**src/rtl/medidor_pkg.sv**
```systemverilog
// Shared definitions for the frequency meter: FSM state encoding and the
// default counter width.
package medidor_pkg;

   localparam int CNT_W_DEF = 20;

   localparam logic [1:0] ST_IDLE  = 2'd0;
   localparam logic [1:0] ST_ARMED = 2'd1;
   localparam logic [1:0] ST_COUNT = 2'd2;
   localparam logic [1:0] ST_DONE  = 2'd3;

endpackage

```
**src/rtl/sync_borda.sv**
```systemverilog
// Multi-flop synchronizer for an asynchronous input followed by a rising-edge
// detector; every flop clears on the asynchronous active-low reset.
module sync_borda #(
   parameter int STAGES = 2
) (
   input  logic i_clk,
   input  logic i_rst_n,
   input  logic i_async,
   output logic o_rise
);

   logic [STAGES-1:0] r_sync;
   logic              r_prev;

   always_ff @(posedge i_clk or negedge i_rst_n) begin
      if (!i_rst_n) begin
         r_sync <= '0;
         r_prev <= 1'b0;
      end else begin
         r_sync <= {r_sync[STAGES-2:0], i_async};
         r_prev <= r_sync[STAGES-1];
      end
   end

   assign o_rise = r_sync[STAGES-1] & ~r_prev;

endmodule

```
**src/rtl/medidor_freq.sv**
```systemverilog
// Frequency meter: counts synchronized rising edges of sig_in between two
// tick pulses and hands the saturating result out over valid/ready.
//
// Handshake: valid rises one cycle after the closing tick and stays high,
// with count_out/overflow frozen, until a cycle where valid and ready are
// both high; valid drops on the next cycle. ready may be high before valid.
module medidor_freq
   import medidor_pkg::*;
#(
   parameter int CNT_W       = CNT_W_DEF,
   parameter int SYNC_STAGES = 2
) (
   input  logic             f_in,
   input  logic             rst_n,
   input  logic             sig_in,
   input  logic             tick,
   input  logic             start,
   output logic             busy,
   output logic [CNT_W-1:0] count_out,
   output logic             overflow,
   output logic             valid,
   input  logic             ready,
   output logic [1:0]       o_dbg_state
);

   localparam logic [CNT_W-1:0] CNT_MAX = '1;

   logic [1:0]       r_state;
   logic [1:0]       w_next;
   logic [CNT_W-1:0] r_cnt;
   logic [CNT_W-1:0] w_cnt_inc;
   logic             r_ovf;
   logic [CNT_W-1:0] r_count_out;
   logic             r_ovf_out;
   logic             r_valid;
   logic             w_edge;
   logic             w_at_max;

   sync_borda #(
      .STAGES (SYNC_STAGES)
   ) u_sync (
      .i_clk   (f_in),
      .i_rst_n (rst_n),
      .i_async (sig_in),
      .o_rise  (w_edge)
   );

   always_ff @(posedge f_in or negedge rst_n) begin
      if (!rst_n) r_state <= ST_IDLE;
      else        r_state <= w_next;
   end

   always_comb begin
      w_next = r_state;
      case (r_state)
         ST_IDLE:  if (start)           w_next = ST_ARMED;
         ST_ARMED: if (tick)            w_next = ST_COUNT;
         ST_COUNT: if (tick)            w_next = ST_DONE;
         ST_DONE:  if (r_valid & ready) w_next = ST_IDLE;
         default:                       w_next = ST_IDLE;
      endcase
   end

   always_comb begin
      busy        = (r_state != ST_IDLE);
      o_dbg_state = r_state;
      count_out   = r_count_out;
      overflow    = r_ovf_out;
      valid       = r_valid;
   end

   // Saturating increment: at full scale the count holds and the lost edge
   // is remembered in the overflow flag.
   assign w_at_max  = (r_cnt == CNT_MAX);
   assign w_cnt_inc = w_at_max ? r_cnt : r_cnt + CNT_W'(1);

   always_ff @(posedge f_in or negedge rst_n) begin
      if (!rst_n) begin
         r_cnt       <= '0;
         r_ovf       <= 1'b0;
         r_count_out <= '0;
         r_ovf_out   <= 1'b0;
         r_valid     <= 1'b0;
      end else begin
         case (r_state)
            ST_ARMED: begin
               if (tick) begin
                  r_cnt <= '0;
                  r_ovf <= 1'b0;
               end
            end
            ST_COUNT: begin
               if (w_edge) begin
                  r_cnt <= w_cnt_inc;
                  if (w_at_max) r_ovf <= 1'b1;
               end
               // The edge coinciding with the closing tick still belongs to the window.
               if (tick) begin
                  r_count_out <= w_edge ? w_cnt_inc : r_cnt;
                  r_ovf_out   <= r_ovf | (w_edge & w_at_max);
                  r_valid     <= 1'b1;
               end
            end
            ST_DONE: begin
               if (ready) r_valid <= 1'b0;
            end
            default: ;
         endcase
      end
   end

endmodule

```
**config.mk**
```make
export PLATFORM = sky130hd
export DESIGN_NAME = medidor_freq
export DESIGN_NICKNAME = d
export VERILOG_FILES = /design/src/rtl/medidor_pkg.sv /design/src/rtl/sync_borda.sv /design/src/rtl/medidor_freq.sv
export SDC_FILE = /design/constraint.sdc
export NUM_CORES = 1
export LEC_CHECK = 0
export CORE_MARGIN = 2
export CORE_UTILIZATION = 40
export DETAILED_ROUTE_END_ITERATION = 10
export SETUP_SLACK_MARGIN = 0.4
export SLEW_MARGIN = 20
export SYNTH_ARGS = -nofsm -noshare
export SYNTH_HDL_FRONTEND = slang
export SYNTH_SLANG_ARGS = --single-unit
```
**constraint.sdc**
```tcl
create_clock -name f_in -period 2.1 [get_ports f_in]
set_input_delay 0.42 -clock f_in [delete_from_list [all_inputs] [get_ports f_in]]
set_output_delay 0.42 -clock f_in [all_outputs]
set_load 0.03 [all_outputs]
```
Word level (Yosys, flattened, before mapping)
Index checks and enable logic that the tools add are counted.
Widths: inputs -> output; s select.
{ "op_classes": {"n_eq_ne": 11, "reduce_logical": 9, "n_div": 0, "add_sub_neg": 1, "n_lt_le_gt_ge": 0, "shift": 0, "n_mul": 0, "bitwise_logic": 5, "mux": 16} }
{ "ops": {"columns": ["cell", "n"], "rows": [
  ["$mux 20", 3],
  ["$pmux 20 s2", 1],
  ["$add 20x1->20 const B", 1],
  ["$eq 20x20->1 const B", 1],
  ["$ne 2x2->1 const B", 7],
  ["$mux 2", 4],
  ["$pmux 2 s4", 1],
  ["$reduce_and 4->1", 2],
  ["$reduce_bool 2->1", 3],
  ["$mux 1", 5],
  ["$eq 2x2->1 const B", 2],
  ["$pmux 1 s2", 2],
  ["$reduce_and 2->1", 2],
  ["$and 1x1->1", 3],
  ["$reduce_and 3->1", 1],
  ["$eq 2x1->1 const B", 1],
  ["$logic_not 2->1", 1],
  ["$not 1->1", 1],
  ["$or 1x1->1", 1]
]} }
{ "word_totals": {"latch_bits": 0, "n_memories": 0, "mem_bits_rw": 0, "romBits": 0, "wordCells": 50, "inputBits": 6, "regBits": 48, "output_inout_bits": 25} }

Logic depth before layout (Yosys ltp)
Gate-level depths: netlist (run 1).
{ "logic_depth": {"depth_word": 4, "mapped_depth": 8} }

Hierarchy
Synthesis (run 1) repeated with hierarchy kept, for this count alone.
{ "unflattened": {"hier_cells": 284, "area_unflattened_um2": 2601.2} }
{ "modules_own_cells": {"columns": ["mod", "cells_each", "seq_area_each_um2", "area_per_inst_um2", "instances"], "rows": [
  ["medidor_freq", 280, 1126.1, 2512.4, 1],
  ["sync_borda", 4, 75.1, 88.8, 1]
]} }

Worst setup path after synthesis (run 1)
OpenSTA, ideal clock, no wires.
{ "synth_path": {"path_type": "reg2reg", "startpoint": "register r_state[0], in the netlist o_dbg_state[0]", "endpoint": "register r_state[1], in the netlist o_dbg_state[1]", "setup_time_ns": 0.125, "path_stages_with_launch": 7, "setup_slack_ns": 0.221, "path_buffers": 0, "required_time_ns": 1.975, "synth_period_minus_slack_ns": 1.879, "arrival_time_ns": 1.754, "cell_sequence": "dfrtp_1 > inv_1 > ha_1 > inv_1 > o211ai_1 > a21oi_1 > mux2_2"} }
{ "synth_between": {"elab_chain_len": 3, "word_cells_on_any_way": 10, "cone_classes": "7 x eq/ne; 1 x mux; 2 x reduce/logical"} }
{ "synth_lines": {"columns": ["item", "line_no", "text"], "rows": [
  ["start, declared", "medidor_freq.sv:28", "logic [1:0] r_state;"],
  ["start signal, assigned", "medidor_freq.sv:50", "else r_state <= w_next;"],
  ["$eq 2x2->1 (tied with other cells)", "medidor_freq.sv:55", "case (r_state)"],
  ["$ne 2x2->1 (no source line)", null, null],
  ["$reduce_and 4->1 (no source line)", null, null]
]} }
Several ways; a longest one is shown, not always the timed one.
A chain may end at the register's enable or synchronous reset.

Final worst setup path (run 1)
{ "layout_path": {"startpoint": "register r_cnt[15]", "endpoint": "register r_count_out[13], in the netlist count_out[13]"} }
{ "layout_between": {"elab_chain_len": 3} }
{ "layout_lines": {"columns": ["item", "line_no", "text"], "rows": [
  ["start, declared", "medidor_freq.sv:30", "logic [CNT_W-1:0] r_cnt;"],
  ["start signal, assigned", "medidor_freq.sv:94", "r_cnt <= w_cnt_inc;"],
  ["$eq 20x20->1", "medidor_freq.sv:74", "assign w_at_max = (r_cnt == CNT_MAX);"],
  ["$mux 20", "medidor_freq.sv:75", "assign w_cnt_inc = w_at_max ? r_cnt : r_cnt + CNT_W'(1);"],
  ["$mux 20", null, null],
  ["end signal, assigned", "medidor_freq.sv:99", "r_count_out <= w_edge ? w_cnt_inc : r_cnt;"],
  ["end, declared", "medidor_freq.sv:33", "logic [CNT_W-1:0] r_count_out;"]
]} }
Every way passes these cells.

==> impl_metrics.tcl, run 1 <==
set metrics [dict create \
    dr.pass1.iters 4 \
    io_buffers 30 \
    insertedDiodeCount 0 \
    dieArea_sq_um 7240 \
    antenna_found_initial 0 \
    r2r-start "r_cnt[15]" \
    wl_per_cell_microns 15.3 \
    rsz0062_at_grt "yes" \
    num_vias 2378 \
    crit_required_ps 2290 \
    ys_seq_area_share_pct 45.6 \
    place_congestion 0.886 \
    irDropWorstVdd_uv 708 \
    worstPathArrival_ps 1910 \
    slew_viol_final 0 \
    grt-ovfl-total 0 \
    drive_above_1_share_pct 33.5 \
    grt_use_total_pct 18.5 \
    syn_area_per_cell_sq_um 9.43 \
    initial_utilization_pct 41.4 \
    finalCriticalPeriod_ps 1710 \
    grt_first_pass_wirelength_mm 10.9 \
    p_per_area_nw_per_um2 831 \
    ys_types 50 \
    synth-main-ff-cell "dfrtp_1" \
    die_h_microns 85.1 \
    postSynthNetCount 291 \
    grt_max_degree 30 \
    synth_common_cells "48 x dfrtp_1, 37 x nand2_1, 29 x o21ai_0" \
    drc 0 \
    fmax_mhz 583 \
    grt_pass1_vias 2318 \
    synthArstFlopShare_pct 100 \
    io_pins 31 \
    place_area_sq_um 3160 \
    ys.warnings.count 0 \
    dpl.cell_count 394 \
    min_path_type "in -> async" \
    fin_cells 432 \
    cap_violations 0 \
    vias_per_cell 5.50 \
    leakage_nw 1.60 \
    core_sq_um 6350 \
    startpoint "r_cnt[15]" \
    synthMostInstantiatedCell "dfrtp_1" \
    cts_buffer_depth 2 \
    cts_buffers 5 \
    ys_ff_latch 48 \
    die_w_microns 85.1 \
    syn_inst 279 \
    path_clk_slew_ps 100 \
    drt_iter0_drc 102 \
    netlist_top_cells_area "dfrtp_1 46%, o21ai_0 5.5%, nand2_1 5.3%" \
    detail-route-antenna-nets 0 \
    final_area_sq_um 3690 \
    setup_tns_ps 0 \
    final_hold_viol_count 0 \
    ctsHtreeMaxLevel 2 \
    yosys.area.top_type "dfrtp_1" \
    start_kind "flip-flop" \
    setup_viol 0 \
    syn_area_sq_um 2630 \
    area_growth_pct 40.1 \
    report.power.total_w 0.00307 \
    fin_nets 366 \
    criticalPathCategory "reg -> reg" \
    outcome "completed" \
    synth_edf_count 0 \
    insertion_delay_ps 310 \
    cts_sinks 48 \
    tritoncts "done" \
    root_buffer "clkbuf_8" \
    synthDominantCellAreaShare_pct 45.6 \
    drt_wl_total_mm 6.60 \
    reg2regPathDepth 5 \
    end_kind "flip-flop" \
    max_slew_margin_pct 67.2 \
    row_count 29 \
    fin_crit_sh_pct 81.6 \
    worst_clock_skew_ps 11.0 \
    crit_fanout 5 \
    dp_hpwl_mm 4.42 \
    worst_pin_slew_ps 493 \
]
[power by group]
group / total, W / switching (W) / internal (W)
Sequential: 0.00114 / 0.000101 / 0.00104
Clock: 0.000564 / 0.000331 / 0.000233
Combinational: 0.00136 / 0.000836 / 0.000528
[routing by layer]
layer / track usage (%) / routed length [microns] / vias up / part of all wire (%)
met5: 0 / 0 / - / 0
met4: 4.33 / 89 / 0 / 1.3
met3: 3.79 / 297 / 10 / 4.5
met2: 30.8 / 3230 / 52 / 49
met1: 24.8 / 2980 / 1164 / 45
li1: - / - / 1152 / -
[sequential cells by signal, summed over array words and instances, names as in the netlist]
signal,count
count_out,20
o_dbg_state,2
overflow,1
r_cnt,20
r_ovf,1
u_sync.r_prev,1
u_sync.r_sync,2
valid,1
[metrics by stage]
step | hold slack [ps] | utilization [%] | setup slack, ps
6_report | 55.7 | 58.1 | 386
5_1_grt | 101 | 58.1 | 309
4_1_cts | 78.1 | 54.7 | 299
3_5_place_dp | 340 | 49.8 | 170
3_3_place_gp | 336 | 49.8 | 164
2_1_floorplan | 124 | - | 344
[what timing repair did]
item	4_1_cts	5_1_grt
pin swaps	9	15
resized for setup	54	37
hold buffers	0	0
endpoints found under the setup margin	65	42
buffers inserted	18	10
cloned	0	2
[area by class of cell]
class	instances	area [sq um]
Clock inverter	3	18.8
Multi-Input combinational cell	210	1580
Timing Repair Buffer	79	666
Fill cell	567	2660
Sequential cell	48	1220
Clock buffer	5	68.8
Inverter	10	40.0
Tap cell	77	96.3
[worst max-delay path: stages (launching register included)]
cell and delay (ps):
dfrtp_1 400, nand3_4 100, or4_4 610, o2111ai_4 260, xnor2_1 160, o21ai_1 70
[cell usage in the layout (no fill, tap or decap), types with 3 or more instances in the layout]
cell type and n:
buf_4 43, dlygate4sd2_1 24, xnor2_1 15, dfrtp_2 14, a21oi_2 4, nor3b_1 3
inv_1 7, clkdlybuf4s50_1 4, a211oi_2 3, nand2b_1 3, buf_6 6, nor2_1 15
and3_1 3, ha_4 3, a21oi_1 14, o21ai_1 6, nand2_1 37, nand3_4 5
ha_1 3, clkbuf_8 5, nand4_1 4, nor4_4 3, a31oi_1 8, o21ai_0 27
dfrtp_1 34, a21o_1 6
[worst paths after layout]
check | slack (ps) | endpoint
min | 60 | count_out[7]
max | 390 | count_out[13]
min in group f_in | 360 | u_sync.r_sync[1]
max in group asynchronous | 1500 | r_cnt[0]
min reg2reg | 360 | u_sync.r_sync[1]
max reg2reg | 390 | count_out[13]
[cell families after synthesis]
group | count (synthesis) | share of synthesized area (%)
and+or+nand+nor | 92 | 19.7
AOI/OAI and AO/OA | 91 | 21.6
DFF | 48 | 45.6
buffers and inverters | 22 | 3.28
xor gates and xnor gates | 17 | 5.66
adders and majority gates | 6 | 2.85
muxes | 3 | 1.24
Power figures use the tool's default switching activity.
==> run 2: changes to the inputs <==
==> constraint.sdc (replaced) <==
create_clock -name f_in -period 1.6 [get_ports f_in]
set_input_delay 0.32 -clock f_in [delete_from_list [all_inputs] [get_ports f_in]]
set_output_delay 0.32 -clock f_in [all_outputs]
set_load 0.03 [all_outputs]
==> impl_metrics.tcl, run 2 (synthesis gave the netlist of run 1 again) <==
set metrics [dict create \
    outcome "finished with violations" \
    violations "negative hold slack, negative setup slack" \
    criticalPathCategory "reg -> reg" \
    fin_nets 411 \
    slew_viol_final 0 \
    detail-route-antenna-nets 0 \
    io_pins 31 \
    root_buffer "clkbuf_8" \
    setup_viol 30 \
    grt_max_degree 49 \
    drt_wl_total_mm 7.57 \
    worstPathArrival_ps 1910 \
    layout_common_cells "68 x buf_4, 49 x buf_6, 44 x dfrtp_1, 34 x nand2_1, 23 x o21ai_1" \
    final_hold_viol_count 23 \
    grt_first_pass_wirelength_mm 11.8 \
    end_kind "flip-flop" \
    worst_clock_skew_ps 6.59 \
    cap_violations 0 \
    grt_pass1_vias 2391 \
    core_sq_um 6350 \
    whs_ps -29.3 \
    wl_per_cell_microns 15.9 \
    setup_tns_ps -1690 \
    setup_slack_ps -114 \
    report.power.total_w 0.00480 \
    area_growth_pct 68.0 \
    multi_input_area_sq_um 1830 \
    min_path_type "in -> async" \
    p_per_area_nw_per_um2 1090 \
    irDropWorstVdd_uv 1260 \
    drive_above_1_share_pct 52.5 \
    final_util_pct 69.6 \
    io_buffers 30 \
    path_clk_slew_ps 90 \
    wl_met1_mm 3.40 \
    place_congestion 0.855 \
    wl_met3_microns 200 \
    final_common_cell "buf_4" \
    crit_required_ps 1790 \
    dieArea_sq_um 7240 \
    dr.pass1.iters 4 \
    crit_fanout 4 \
    finalCriticalPeriod_ps 1710 \
    num_vias 2530 \
    rsz0062_at_grt "yes" \
    grt-ovfl-total 0 \
    fin_crit_sh_pct 107 \
    fmax_mhz 583 \
    cts_buffer_depth 2 \
    vias_per_cell 5.30 \
    worst_pin_slew_ps 351 \
    die_h_microns 85.1 \
    dp_hpwl_mm 4.60 \
    row_count 29 \
    drc 0 \
    insertedDiodeCount 0 \
    cts_buffers 5 \
    grt_use_total_pct 20.5 \
    insertion_delay_ps 300 \
    wl_met2_mm 3.82 \
    ctsHtreeMaxLevel 2 \
    die_w_microns 85.1 \
    leakage_nw 1.93 \
    start_kind "flip-flop" \
    initial_utilization_pct 41.4 \
    antenna_found_initial 0 \
    drt_iter0_drc 102 \
    holdBufCountCts 0 \
    tritoncts "done" \
    cts_sinks 48 \
    max_slew_margin_pct 76.4 \
    n_fill_cell 474 \
    seq_area_sq_um 1210 \
    top_layer_used "met4" \
]
-- run 2: changes by cell type in the layout (fill, tap and decap cells not counted), sizes merged --
cell | before | now
buf | 51 | 120
clkbuf | 5 | 8
clkinv | 3 | 0
dlygate4sd2 | 24 | 0
-- run 2: metrics by stage --
| stage | instance area (sq um) | instances | worst slack (ps) | hold slack, ps |
|---|---|---|---|---|
| after floorplan | 2810 | 279 | -112 | 24.4 |
| after global placement | 3580 | 436 | -242 | 328 |
| after detailed placement | 3580 | 436 | -280 | 330 |
| after CTS | 4070 | 465 | -113 | 4.40 |
| after global routing | 4420 | 477 | -176 | 7.74 |
| final | 4420 | 477 | -114 | -29.3 |
-- run 2: power by group --
part	total, W	internal, W	switching [W]
Clock	0.000757	0.000353	0.000403
Sequential	0.00151	0.00136	0.000156
Combinational	0.00253	0.00119	0.00134
-- run 2: final cells by class --
type | count | area share (%)
Sequential cell | 48 | 27.3
Inverter | 10 | 1.08
Tap cell | 77 | 2.18
Clock buffer | 8 | 2.04
Multi-Input combinational cell | 210 | 41.4
Timing Repair Buffer | 124 | 26.0
-- run 2: worst max-delay path, stage by stage (launching register included) --
cell and delay, ps:
dfrtp_2 400, nand3_4 130, or4_4 610, o2111ai_4 240
xnor2_1 150, o21ai_1 70
-- run 2: path summary, 6_finish.rpt --
check | from | endpoint | slack [ps] | cells after the start
worst max register to register | r_cnt[8] | count_out[13] | -110 | 5
worst min register to register | u_sync.r_sync[0] | u_sync.r_sync[1] | 360 | 0
worst min-delay path | rst_n | count_out[10] | -30 | 2
max in group asynchronous | rst_n | r_cnt[12] | 1350 | 2
worst max-delay path | r_cnt[8] | count_out[13] | -110 | 5
min in group f_in | u_sync.r_sync[0] | u_sync.r_sync[1] | 360 | 0
-- run 2: timing repair --
action	CTS	global route
cloned	2	0
gates resized for setup	204	94
endpoints found under the setup margin	70	70
pin swaps	42	35
setup buffers	19	12
-- run 2: layer usage --
metal	vias up	GRT usage [%]
li1	1240	-
met1	1239	26.8
met2	39	34.4
met3	12	3.79
met4	0	6.49
met5	-	0
